`src/rtl/mem_bus_arbiter.sv`:
```
`ifndef NUM_MEM_TAGS
`define NUM_MEM_TAGS 15
`endif
// mem_bus_arbiter: shares the single memory port between dcache and icache,
// tracks which cache owns each outstanding load tag and steers returns to it.
module mem_bus_arbiter #(
  parameter int NUM_MEM_TAGS = `NUM_MEM_TAGS,
  parameter int MAX_D_STREAK = 4,
  localparam int TAG_W = $clog2(NUM_MEM_TAGS),
  localparam int CNT_W = $clog2(MAX_D_STREAK + 1)
) (
  input  logic             clock,
  input  logic             reset,
  input  logic [1:0]       d_command,
  input  logic [31:0]      d_addr,
  input  logic [63:0]      d_wdata,
  input  logic             rollback,
  input  logic [1:0]       i_command,
  input  logic [31:0]      i_addr,
  output logic [TAG_W-1:0] d_response,
  output logic [TAG_W-1:0] d_tag,
  output logic [63:0]      d_rdata,
  output logic [TAG_W-1:0] i_response,
  output logic [TAG_W-1:0] i_tag,
  output logic [63:0]      i_rdata,
  output logic [1:0]       proc2mem_command,
  output logic [31:0]      proc2mem_addr,
  output logic [63:0]      proc2mem_data,
  input  logic [TAG_W-1:0] mem2proc_response,
  input  logic [TAG_W-1:0] mem2proc_tag,
  input  logic [63:0]      mem2proc_data,
  output logic [TAG_W-1:0] d_outstanding,
  output logic [TAG_W-1:0] i_outstanding
);

  // Bus command encoding: 0 none, 1 load, 2 store.
  localparam logic [1:0] BUS_NONE = 2'd0;
  localparam logic [1:0] BUS_LOAD = 2'd1;
  localparam int         TBL_N    = 1 << TAG_W;

  logic             d_req, i_req, sel_i, sel_d;
  logic             accept, ret_hit, ret_owner;
  logic [TBL_N-1:0] valid_q, valid_d, owner_q, owner_d;
  logic [CNT_W-1:0] streak_q, streak_d;
  logic [TAG_W-1:0] d_out_q, d_out_d, i_out_q, i_out_d;

  assign d_req = d_command != BUS_NONE;
  assign i_req = i_command == BUS_LOAD;
  assign sel_i = i_req & (~d_req | (streak_q == CNT_W'(MAX_D_STREAK)));
  assign sel_d = d_req & ~sel_i;

  always_comb begin
    proc2mem_command = BUS_NONE;
    proc2mem_addr    = '0;
    proc2mem_data    = '0;
    if (sel_i) begin
      proc2mem_command = BUS_LOAD;
      proc2mem_addr    = i_addr;
    end else if (sel_d) begin
      proc2mem_command = d_command;
      proc2mem_addr    = d_addr;
      proc2mem_data    = d_wdata;
    end
  end

  assign d_response = sel_d ? mem2proc_response : '0;
  assign i_response = sel_i ? mem2proc_response : '0;

  assign accept    = (proc2mem_command == BUS_LOAD) && (mem2proc_response != '0);
  assign ret_hit   = (mem2proc_tag != '0) && valid_q[mem2proc_tag];
  assign ret_owner = owner_q[mem2proc_tag];

  // owner bit: 1 = icache, 0 = dcache
  assign d_tag   = (ret_hit && !ret_owner && !rollback) ? mem2proc_tag : '0;
  assign i_tag   = (ret_hit && ret_owner) ? mem2proc_tag : '0;
  assign d_rdata = mem2proc_data;
  assign i_rdata = mem2proc_data;

  // Accept is applied last so a tag re-issued in its return cycle stays live.
  always_comb begin
    valid_d = valid_q;
    owner_d = owner_q;
    if (rollback) valid_d = valid_q & owner_q;
    if (ret_hit) valid_d[mem2proc_tag] = 1'b0;
    if (accept) begin
      valid_d[mem2proc_response] = 1'b1;
      owner_d[mem2proc_response] = sel_i;
    end
    for (int t = 0; t < TBL_N; t++) begin
      if (t == 0 || t >= NUM_MEM_TAGS) begin
        valid_d[t] = 1'b0;
        owner_d[t] = 1'b0;
      end
    end
  end

  always_comb begin
    d_out_d = '0;
    i_out_d = '0;
    for (int t = 0; t < TBL_N; t++) begin
      if (valid_d[t] && owner_d[t])  i_out_d = i_out_d + TAG_W'(1);
      if (valid_d[t] && !owner_d[t]) d_out_d = d_out_d + TAG_W'(1);
    end
  end

  always_comb begin
    streak_d = streak_q;
    if (!i_req || (sel_i && mem2proc_response != '0)) begin
      streak_d = '0;
    end else if (sel_d && mem2proc_response != '0 &&
                 streak_q != CNT_W'(MAX_D_STREAK)) begin
      streak_d = streak_q + CNT_W'(1);
    end
  end

  always_ff @(posedge clock or negedge reset) begin
    if (!reset) begin
      valid_q  <= '0;
      owner_q  <= '0;
      streak_q <= '0;
      d_out_q  <= '0;
      i_out_q  <= '0;
    end else begin
      valid_q  <= valid_d;
      owner_q  <= owner_d;
      streak_q <= streak_d;
      d_out_q  <= d_out_d;
      i_out_q  <= i_out_d;
    end
  end

  assign d_outstanding = d_out_q;
  assign i_outstanding = i_out_q;

endmodule

```
`config.mk`:
```
export PLATFORM = sky130hd
export DESIGN_NAME = mem_bus_arbiter
export DESIGN_NICKNAME = d
export VERILOG_FILES = /design/src/rtl/mem_bus_arbiter.sv
export SDC_FILE = /design/constraint.sdc
export NUM_CORES = 1
export LEC_CHECK = 0
export BUFFER_PORTS_ARGS = -buffer_cell sky130_fd_sc_hd__clkbuf_2
export CAP_MARGIN = 20
export CORE_AREA = 2 2 180 182
export CTS_BUF_LIST = sky130_fd_sc_hd__clkbuf_4
export DETAILED_ROUTE_END_ITERATION = 7
export DIE_AREA = 0 0 182 184
export GPL_ROUTABILITY_DRIVEN = 0
export SYNTH_ARGS = -nofsm -noshare
export SYNTH_HDL_FRONTEND = slang
export SYNTH_SLANG_ARGS = --single-unit
```
`constraint.sdc`:
```
create_clock -name clock -period 8.7 [get_ports clock]
set_input_delay 0.435 -clock clock [delete_from_list [all_inputs] [get_ports clock]]
set_output_delay 0.435 -clock clock [all_outputs]
set_load 0.02 [all_outputs]
```
==> results of run 1 <==
## cell type report
cell class                      count  area (µm²)
Antenna cell                        2        5.00
Clock inverter                      3        38.8
Fill cell                        3451       22900
Inverter                           38         144
Sequential cell                    39         976
Tap cell                          402         503
Multi-Input combinational cell    653        5210
Timing Repair Buffer              297        1570
Clock buffer                        5        37.5
## worst max-delay path: cells and delay by family, from the launching register on
kind	cells	cell delay [ps]
adders and majority gates	7	1980
xor gates and xnor gates	10	1710
and+or+nand+nor	8	1700
AOI/OAI and AO/OA	10	1510
muxes	4	550
DFF	1	430
buffers and inverters	3	230
## layer usage
| layer | global-route usage (%) | wire (µm) | up-vias |
|---|---|---|---|
| met5 | 0 | 0 | - |
| met4 | 4.90 | 718 | 0 |
| met3 | 6.18 | 2940 | 33 |
| met2 | 31.4 | 14900 | 272 |
| met1 | 20.0 | 11900 | 3322 |
| li1 | - | - | 3293 |
## repair_timing
| action | in CTS | in global routing |
|---|---|---|
| endpoints found under the setup margin | 0 | 6 |
| resized for setup | 0 | 32 |
| setup buffers | 0 | 12 |
## path summary, 6_finish.rpt
path / from / to / cells after the start
setup reg to reg: streak_q[0] / d_outstanding[3] / 42
hold / removal: reset / i_outstanding[0] / 2
min in group clock: i_command[0] / streak_q[2] / 3
setup / recovery: streak_q[0] / d_outstanding[3] / 42
hold reg to reg: owner_q[2] / owner_q[2] / 2
max in group asynchronous: reset / owner_q[10] / 2
## synth_stat cells, types with 9 or more instances
cell type / instances / area, µm²
buf_4: 129 / 968
and2_1: 83 / 519
nand2_1: 51 / 191
xnor2_1: 50 / 438
o21ai_0: 47 / 235
nor2_1: 44 / 165
dfrtp_1: 39 / 976
inv_1: 34 / 128
a22o_1: 32 / 280
ha_1: 31 / 388
clkbuf_1: 30 / 113
a21oi_1: 26 / 130
nand3_1: 25 / 125
mux2i_1: 23 / 230
nor3_1: 22 / 110
xor2_1: 18 / 158
nor2b_1: 12 / 75.1
and3_1: 11 / 68.8
nand2b_1: 11 / 68.8
o22ai_1: 9 / 56.3
## state kept, by name, summed over array words and instances (netlist names)
signal and count:
d_outstanding 4, i_outstanding 4, streak_q 3, valid_q 14, owner_q 14
## cell families after synthesis
| kind of cell | share of synthesized area (%) |
|---|---|
| mux | 5.45 |
| xor+xnor | 15.3 |
| simple gates | 21.9 |
| buf+inv | 17.8 |
| flops | 13.3 |
| fa+ha+maj | 5.30 |
| compound gates | 20.9 |
## stage by stage
stage	hold slack [ps]	total power, mW	instances	TNS [ps]	area (µm²)
finish	110	0.702	1439	0	8480
global route	140	0.746	1438	-153	8480
CTS	123	0.703	1424	0	8230
detailed placement	539	0.572	1416	0	8150
global placement	536	0.570	1416	0	8150
floorplan	139	0.508	902	0	7320
## power groups by stage
| stage | Clock (mW) | Sequential (mW) | Combinational (mW) |
|---|---|---|---|
| detailed placement | 0 | 0.201 | 0.372 |
| global route | 0.137 | 0.199 | 0.410 |
| global placement | 0 | 0.201 | 0.369 |
| finish | 0.127 | 0.197 | 0.378 |
| CTS | 0.132 | 0.197 | 0.374 |
| floorplan | 0 | 0.203 | 0.305 |
==> impl_metrics.py, run 1 <==
metrics = {
    "global_routing": {
        "grt_max_degree": 101,
        "antenna_found_initial": 5,
        "grt_overflow": 0,
        "grt_pass1_wl_mm": 44.0,
        "grt_use_total_pct": 17.7,
        "grt_pass1_vias": 6806,
    },
    "route": {
        "drtIter0Drc": 393,
        "antenna_left": 0,
        "wl_per_cell_um": 21.2,
        "drc": 0,
        "drt-total-wl_mm": 30.5,
        "dr.pass1.iters": 8,
        "vias": 6920,
        "avgViaCountPerCell": 4.81,
    },
    "clock_network": {
        "cts_buffers": 5,
        "clockBufferDepth": 2,
        "cts_root_buf": "clkbuf_4",
        "clkTransAtPathRegs_ps": 130,
        "hold_buffers": 0,
        "clock_sinks": 39,
        "tritoncts": "built",
        "htreeDepth": 2,
        "clk_latency_ps": 370,
    },
    "synth": {
        "synth_enable_flop_cells": 0,
        "syn-instance-count": 902,
        "ys_seq_area_share_pct": 13.3,
        "post_synth.cell_area_avg_um2": 8.12,
        "synth_nets": 1140,
        "synth_warnings": 0,
        "syn_area_um2": 7320,
        "synth_ff_type": "dfrtp_1",
        "ys_ff_latch": 39,
        "ys_async_sr_fraction_pct": 100,
        "synth.distinct_cells": 89,
    },
    "critical_path": {
        "cp_data_arrival_time_ps": 8500,
        "crit_fanout": 5,
        "path_class": "reg2reg",
        "critPathLaunchType": "flop",
        "cp-end-kind": "flop",
        "required_ps": 8950,
        "path_common_cell": "ha_1",
        "max_stage_delay_ps": 430,
        "cp_slowest_cell": "dfrtp_1",
        "r2r_setup_slack_ps": 450,
    },
    "layout": {
        "finalNetCount": 1272,
        "area_delta_synth_final_pct": 15.8,
        "final_common_cell": "clkbuf_2",
        "mostFrequentLayoutCells": "264 x clkbuf_2, 81 x and2_1, 51 x nand2_1",
        "final_core_util_pct": 27.0,
        "drive_above_1_share_pct": 36.9,
    },
    "timing": {
        "slew_headroom_pct": 35.1,
        "drv_slew": 0,
        "fin_crit_sh_pct": 94.8,
        "setup_viol": 0,
        "finClkSkew_ps": 10.9,
        "setup_ws_ps": 454,
        "finalHoldViolCount": 0,
        "max_freq_mhz": 121,
        "tightest_slew_ps": 974,
        "fin_crit_ps": 8250,
    },
    "pwr": {
        "intPower_uw": 398,
        "clock_power_share_pct": 18.1,
        "pwr-share-seq_pct": 28.1,
        "power.density_nw_per_um2": 82.8,
        "sw_frac_of_total_pct": 43.3,
        "p_leak_nw": 4.07,
        "combPwrFrac_pct": 53.8,
        "power.switching_uw": 304,
        "ir_drop_uv": 32.8,
    },
    "job": {
        "drv_cap": 0,
    },
    "worst_hold_path": {
        "worstHoldPathType": "in2async",
    },
    "placement": {
        "port_buffers": 264,
        "hpwl_mm": 26.1,
        "dp_slack_ps": 119,
    },
    "floorplan": {
        "die_w_um": 182,
        "fp-row-count": 65,
        "die_area_um2": 33500,
        "core_area_um2": 31400,
        "die_h_um": 184,
        "start_util_pct": 23.3,
        "io_pins": 457,
    },
    "run_status": {
        "run_status": "completed",
    },
}
Power figures use the tool's default switching activity.
==> run 2, diff against run 1 <==
==> constraint.sdc (replaced) <==
create_clock -name clock -period 8.7 [get_ports clock]
set_input_delay 0.87 -clock clock [delete_from_list [all_inputs] [get_ports clock]]
set_output_delay 0.87 -clock clock [all_outputs]
set_load 0.02 [all_outputs]
==> impl_metrics.py, run 2 (synthesis results as in run 1) <==
metrics = {
    "placement": {
        "dpl-instance-area_um2": 8240,
        "dp_slack_ps": -219,
        "hpwl_mm": 26.3,
        "port_buffers": 264,
    },
    "pwr": {
        "power.density_nw_per_um2": 82.7,
        "ir_drop_uv": 49.8,
        "sw_frac_of_total_pct": 43.3,
        "clock_power_share_pct": 18.4,
        "intPower_uw": 401,
        "combPwrFrac_pct": 53.8,
        "total_power_uw": 707,
        "p_leak_nw": 4.13,
        "power.switching_uw": 306,
        "pwr-share-seq_pct": 27.9,
    },
    "timing": {
        "fin_crit_ps": 8200,
        "setup_ws_ps": 498,
        "finClkSkew_ps": 16.3,
        "tightest_slew_ps": 1040,
        "slew_headroom_pct": 30.7,
        "fin_crit_sh_pct": 94.3,
        "max_freq_mhz": 122,
        "finalHoldViolCount": 0,
        "fin_tns_setup_ps": 0,
        "setup_viol": 0,
        "drv_slew": 0,
    },
    "floorplan": {
        "die_h_um": 184,
        "io_pins": 457,
        "start_util_pct": 23.3,
        "die_w_um": 182,
        "fp-row-count": 65,
        "core_area_um2": 31400,
        "die_area_um2": 33500,
    },
    "critical_path": {
        "crit_fanout": 5,
        "r2r_cells": 40,
        "critPathLaunchType": "flop",
        "cp_slowest_cell": "a2111oi_0",
        "cp_data_arrival_time_ps": 8480,
        "reg2reg_from": "streak_q[1]",
        "max_stage_delay_ps": 460,
        "cp-end-kind": "flop",
        "path_class": "reg2reg",
        "required_ps": 8970,
        "r2r_setup_slack_ps": 500,
        "regToRegEndpoint": "i_outstanding[3]",
        "path_common_cell": "ha_1",
    },
    "global_routing": {
        "grt_max_degree": 101,
        "antenna_found_initial": 4,
        "grt_pass1_wl_mm": 44.2,
        "grt_overflow": 0,
        "grt_pass1_vias": 6882,
        "grt_use_total_pct": 17.7,
    },
    "clock_network": {
        "cts_root_buf": "clkbuf_4",
        "cts_buffers": 5,
        "clk_latency_ps": 370,
        "htreeDepth": 2,
        "clockBufferDepth": 2,
        "hold_buffers": 0,
        "clkTransAtPathRegs_ps": 140,
        "tritoncts": "built",
        "clock_sinks": 39,
    },
    "layout": {
        "area_delta_synth_final_pct": 16.7,
        "postLayoutCellArea_um2": 8550,
        "final_common_cell": "clkbuf_2",
        "drive_above_1_share_pct": 37.8,
        "reg_top3": "owner_q x14, valid_q x14",
        "mostFrequentLayoutCells": "264 x clkbuf_2, 81 x and2_1, 50 x nand2_1",
        "final_core_util_pct": 27.2,
        "finalNetCount": 1283,
    },
    "route": {
        "dr.pass1.iters": 5,
        "avgViaCountPerCell": 4.82,
        "drc": 0,
        "drt-total-wl_mm": 30.5,
        "drtIter0Drc": 501,
        "vias": 6993,
        "antenna_left": 0,
        "wl_per_cell_um": 21.0,
    },
    "run_status": {
        "run_status": "completed",
    },
    "job": {
        "drv_cap": 0,
    },
    "worst_hold_path": {
        "worstHoldPathType": "in2async",
    },
}
==> run 2: cell count changes in the layout (fill, tap and decap cells not counted), sizes merged <==
cell | before | now
clkbuf | 269 | 270
clkinv | 5 | 4
inv | 35 | 36
buf | 33 | 43
==> run 2: stage by stage <==
step           std cells  hold slack, ps
6_report            1450             539
5_1_grt             1449             575
4_1_cts             1436             561
3_5_place_dp        1428             531
3_3_place_gp        1428             528
2_1_floorplan        902             495
==> run 2: cell type report <==
class | instances | area, µm²
fill | 3422 | 22800
multi-input combinational | 653 | 5190
timing repair buffer | 308 | 1650
sequential | 39 | 976
tap | 402 | 503
inverter | 38 | 144
clock inverter | 3 | 42.5
clock buffer | 5 | 37.5
antenna | 2 | 5.00
==> run 2: per-layer routing <==
layer	routed length, µm	up-vias	global-route usage, %
met4	1340	2	8.35
met2	14400	263	29.9
met3	2930	42	6.74
met1	11800	3359	19.7
met5	7	-	0
li1	-	3327	-
==> run 2: what timing repair did <==
item,in CTS,in global routing
endpoints found under the setup margin,0,6
buffers inserted,0,11
gates resized for setup,0,31
==> run 2: worst max-delay path: cells and delay by family (launching register included) <==
family / cells / cell delay, ps
multiplexers: 1 / 100
buffers and inverters: 4 / 400
AO/OA/AOI/OAI: 16 / 3020
adder cells (fa/ha/maj): 6 / 1490
AND/OR/NAND/NOR: 9 / 2010
XOR/XNOR: 4 / 650
flip-flops: 1 / 430
==> run 2: power by group through the flow <==
stage / Combinational [mW] / Clock, mW / Sequential, mW
floorplan: 0.305 / 0 / 0.203
global placement: 0.371 / 0 / 0.201
detailed placement: 0.375 / 0 / 0.201
CTS: 0.377 / 0.135 / 0.197
global route: 0.412 / 0.140 / 0.198
finish: 0.380 / 0.130 / 0.197
==> run 2: how the worst max path moves through the flow <==
stage / start / endpoint / slack (ps) / depth (start not counted)
finish: streak_q[1] / i_outstanding[3] / 500 / 40
CTS: streak_q[0] / i_outstanding[3] / 60 / 36
floorplan: mem2proc_response[1] / d_outstanding[3] / 380 / 39
global placement: i_command[1] / i_outstanding[3] / -100 / 35
detailed placement: i_command[1] / i_outstanding[3] / -220 / 35
global route: streak_q[1] / d_outstanding[2] / -60 / 41
==> run 3, diff against run 2 <==
--- a/config.mk
+++ b/config.mk
@@ -7,10 +7,10 @@
 export LEC_CHECK = 0
 export BUFFER_PORTS_ARGS = -buffer_cell sky130_fd_sc_hd__clkbuf_2
 export CAP_MARGIN = 20
-export CORE_AREA = 2 2 180 182
+export CORE_AREA = 2 2 178 180
 export CTS_BUF_LIST = sky130_fd_sc_hd__clkbuf_4
 export DETAILED_ROUTE_END_ITERATION = 7
-export DIE_AREA = 0 0 182 184
+export DIE_AREA = 0 0 180 182
 export GPL_ROUTABILITY_DRIVEN = 0
 export SYNTH_ARGS = -nofsm -noshare
 export SYNTH_HDL_FRONTEND = slang
==> constraint.sdc (replaced) <==
create_clock -name clock -period 10 [get_ports clock]
set_input_delay 1 -clock clock [delete_from_list [all_inputs] [get_ports clock]]
set_output_delay 1 -clock clock [all_outputs]
set_load 0.02 [all_outputs]
==> impl_metrics.py, run 3 (synthesis results as in run 1) <==
metrics = {
    "run_status": {
        "run_status": "completed",
    },
    "global_routing": {
        "grt_overflow": 0,
        "grt_max_degree": 101,
        "antenna_found_initial": 3,
        "grt_pass1_vias": 6690,
        "grt_use_total_pct": 17.4,
        "grt_pass1_wl_mm": 43.4,
    },
    "critical_path": {
        "reg2reg_from": "streak_q[0]",
        "path_class": "in2reg",
        "r2r_setup_slack_ps": 1000,
        "critPathLaunchType": "input pin",
        "cp_data_arrival_time_ps": 9350,
        "max_stage_delay_ps": 430,
        "crit_fanout": 13,
        "required_ps": 10290,
        "cp_slowest_cell": "or3_1",
        "cp-end-kind": "flop",
        "r2r_cells": 41,
        "regToRegEndpoint": "d_outstanding[3]",
    },
    "timing": {
        "fin_tns_setup_ps": 0,
        "rsz0062_at_grt": "false",
        "finClkSkew_ps": 16.1,
        "drv_slew": 0,
        "finalHoldViolCount": 0,
        "tightest_slew_ps": 836,
        "max_freq_mhz": 110,
        "setup_ws_ps": 941,
        "setup_viol": 0,
        "slew_headroom_pct": 44.3,
        "fin_crit_sh_pct": 90.6,
        "fin_crit_ps": 9060,
    },
    "clock_network": {
        "clock_sinks": 39,
        "hold_buffers": 0,
        "cts_resized": 0,
        "clk_latency_ps": 400,
        "htreeDepth": 2,
        "cts_buffers": 5,
        "clkTransAtPathRegs_ps": 140,
        "clockBufferDepth": 2,
        "tritoncts": "built",
        "cts_root_buf": "clkbuf_4",
        "cts_setup_buffers": 0,
    },
    "route": {
        "topRoutingLayerUsed": "met5",
        "drtIter0Drc": 443,
        "wl_met1_mm": 12.1,
        "dr.pass1.iters": 5,
        "antenna_left": 0,
        "drt-total-wl_mm": 29.2,
        "dr_wl_met2_mm": 13.7,
        "route.met3.wl_mm": 2.58,
        "drc": 0,
        "wl_per_cell_um": 20.6,
        "vias": 6828,
        "avgViaCountPerCell": 4.83,
    },
    "floorplan": {
        "die_h_um": 182,
        "die_area_um2": 32800,
        "io_pins": 457,
        "fp-row-count": 65,
        "die_w_um": 180,
        "start_util_pct": 23.6,
        "core_area_um2": 31000,
    },
    "layout": {
        "reg_top3": "owner_q x14, valid_q x14",
        "final_common_cell": "clkbuf_2",
        "nFillCells": 3369,
        "area_delta_synth_final_pct": 11.5,
        "finalNetCount": 1248,
        "seq_area_um2": 976,
        "multiInputGateArea_um2": 5050,
        "mostFrequentLayoutCells": "264 x clkbuf_2, 82 x and2_1, 51 x nand2_1",
        "drive_above_1_share_pct": 33.2,
    },
    "placement": {
        "hpwl_mm": 24.9,
        "port_buffers": 264,
        "dp_slack_ps": 577,
    },
    "pwr": {
        "power.density_nw_per_um2": 74.1,
        "p_leak_nw": 3.93,
        "ir_drop_uv": 54.8,
    },
    "job": {
        "drv_cap": 0,
    },
    "worst_hold_path": {
        "worstHoldPathType": "in2async",
    },
}
-- run 3: how the worst max path moves through the flow --
stage / start / endpoint / slack, ps
final: i_command[1] / d_outstanding[3] / 940
after global placement: i_command[1] / i_outstanding[3] / 820
after global routing: i_command[1] / d_outstanding[3] / 210
after CTS: i_command[1] / d_outstanding[3] / 930
after floorplan: mem2proc_response[1] / d_outstanding[3] / 1550
after detailed placement: i_command[1] / d_outstanding[3] / 580
-- run 3: area by class of cell --
class                      count  area share (%)
clock buffer                   5           0.460
timing repair buffer         273            17.2
tap                          402            6.16
inverter                      38            1.76
sequential                    39            12.0
clock inverter                 3           0.582
multi-input combinational    653            61.9
antenna                        1          0.0306
-- run 3: routing by layer --
| metal | vias up | GRT usage, % |
|---|---|---|
| met5 | - | 0 |
| met4 | 2 | 5.30 |
| met3 | 37 | 5.50 |
| met2 | 258 | 29.5 |
| met1 | 3278 | 21.1 |
| li1 | 3253 | - |
-- run 3: report_power, final --
part / leakage [nW] / internal [mW] / switching (mW)
Combinational: 3.35 / 0.122 / 0.191
Sequential: 0.537 / 0.166 / 0.00620
Clock: 0.0458 / 0.0539 / 0.0670
Total: 3.93 / 0.341 / 0.264
-- run 3: worst max-delay path: cells and delay by family --
family                     cells  cell delay, ps
muxes                          4             580
xor gates and xnor gates      10            2040
adders and majority gates      6            1870
buffers and inverters          2             190
AOI/OAI and AO/OA             10            1740
and+or+nand+nor                8            1880
-- run 3: stage by stage --
stage	total power, mW	hold slack [ps]	instances	area (µm²)	util, %
2_1_floorplan	0.442	495	902	7320	-
3_3_place_gp	0.485	536	1403	8050	26.0
3_5_place_dp	0.487	557	1403	8050	26.0
4_1_cts	0.611	592	1411	8140	26.3
5_1_grt	0.642	435	1414	8170	26.4
6_report	0.605	427	1414	8170	26.4
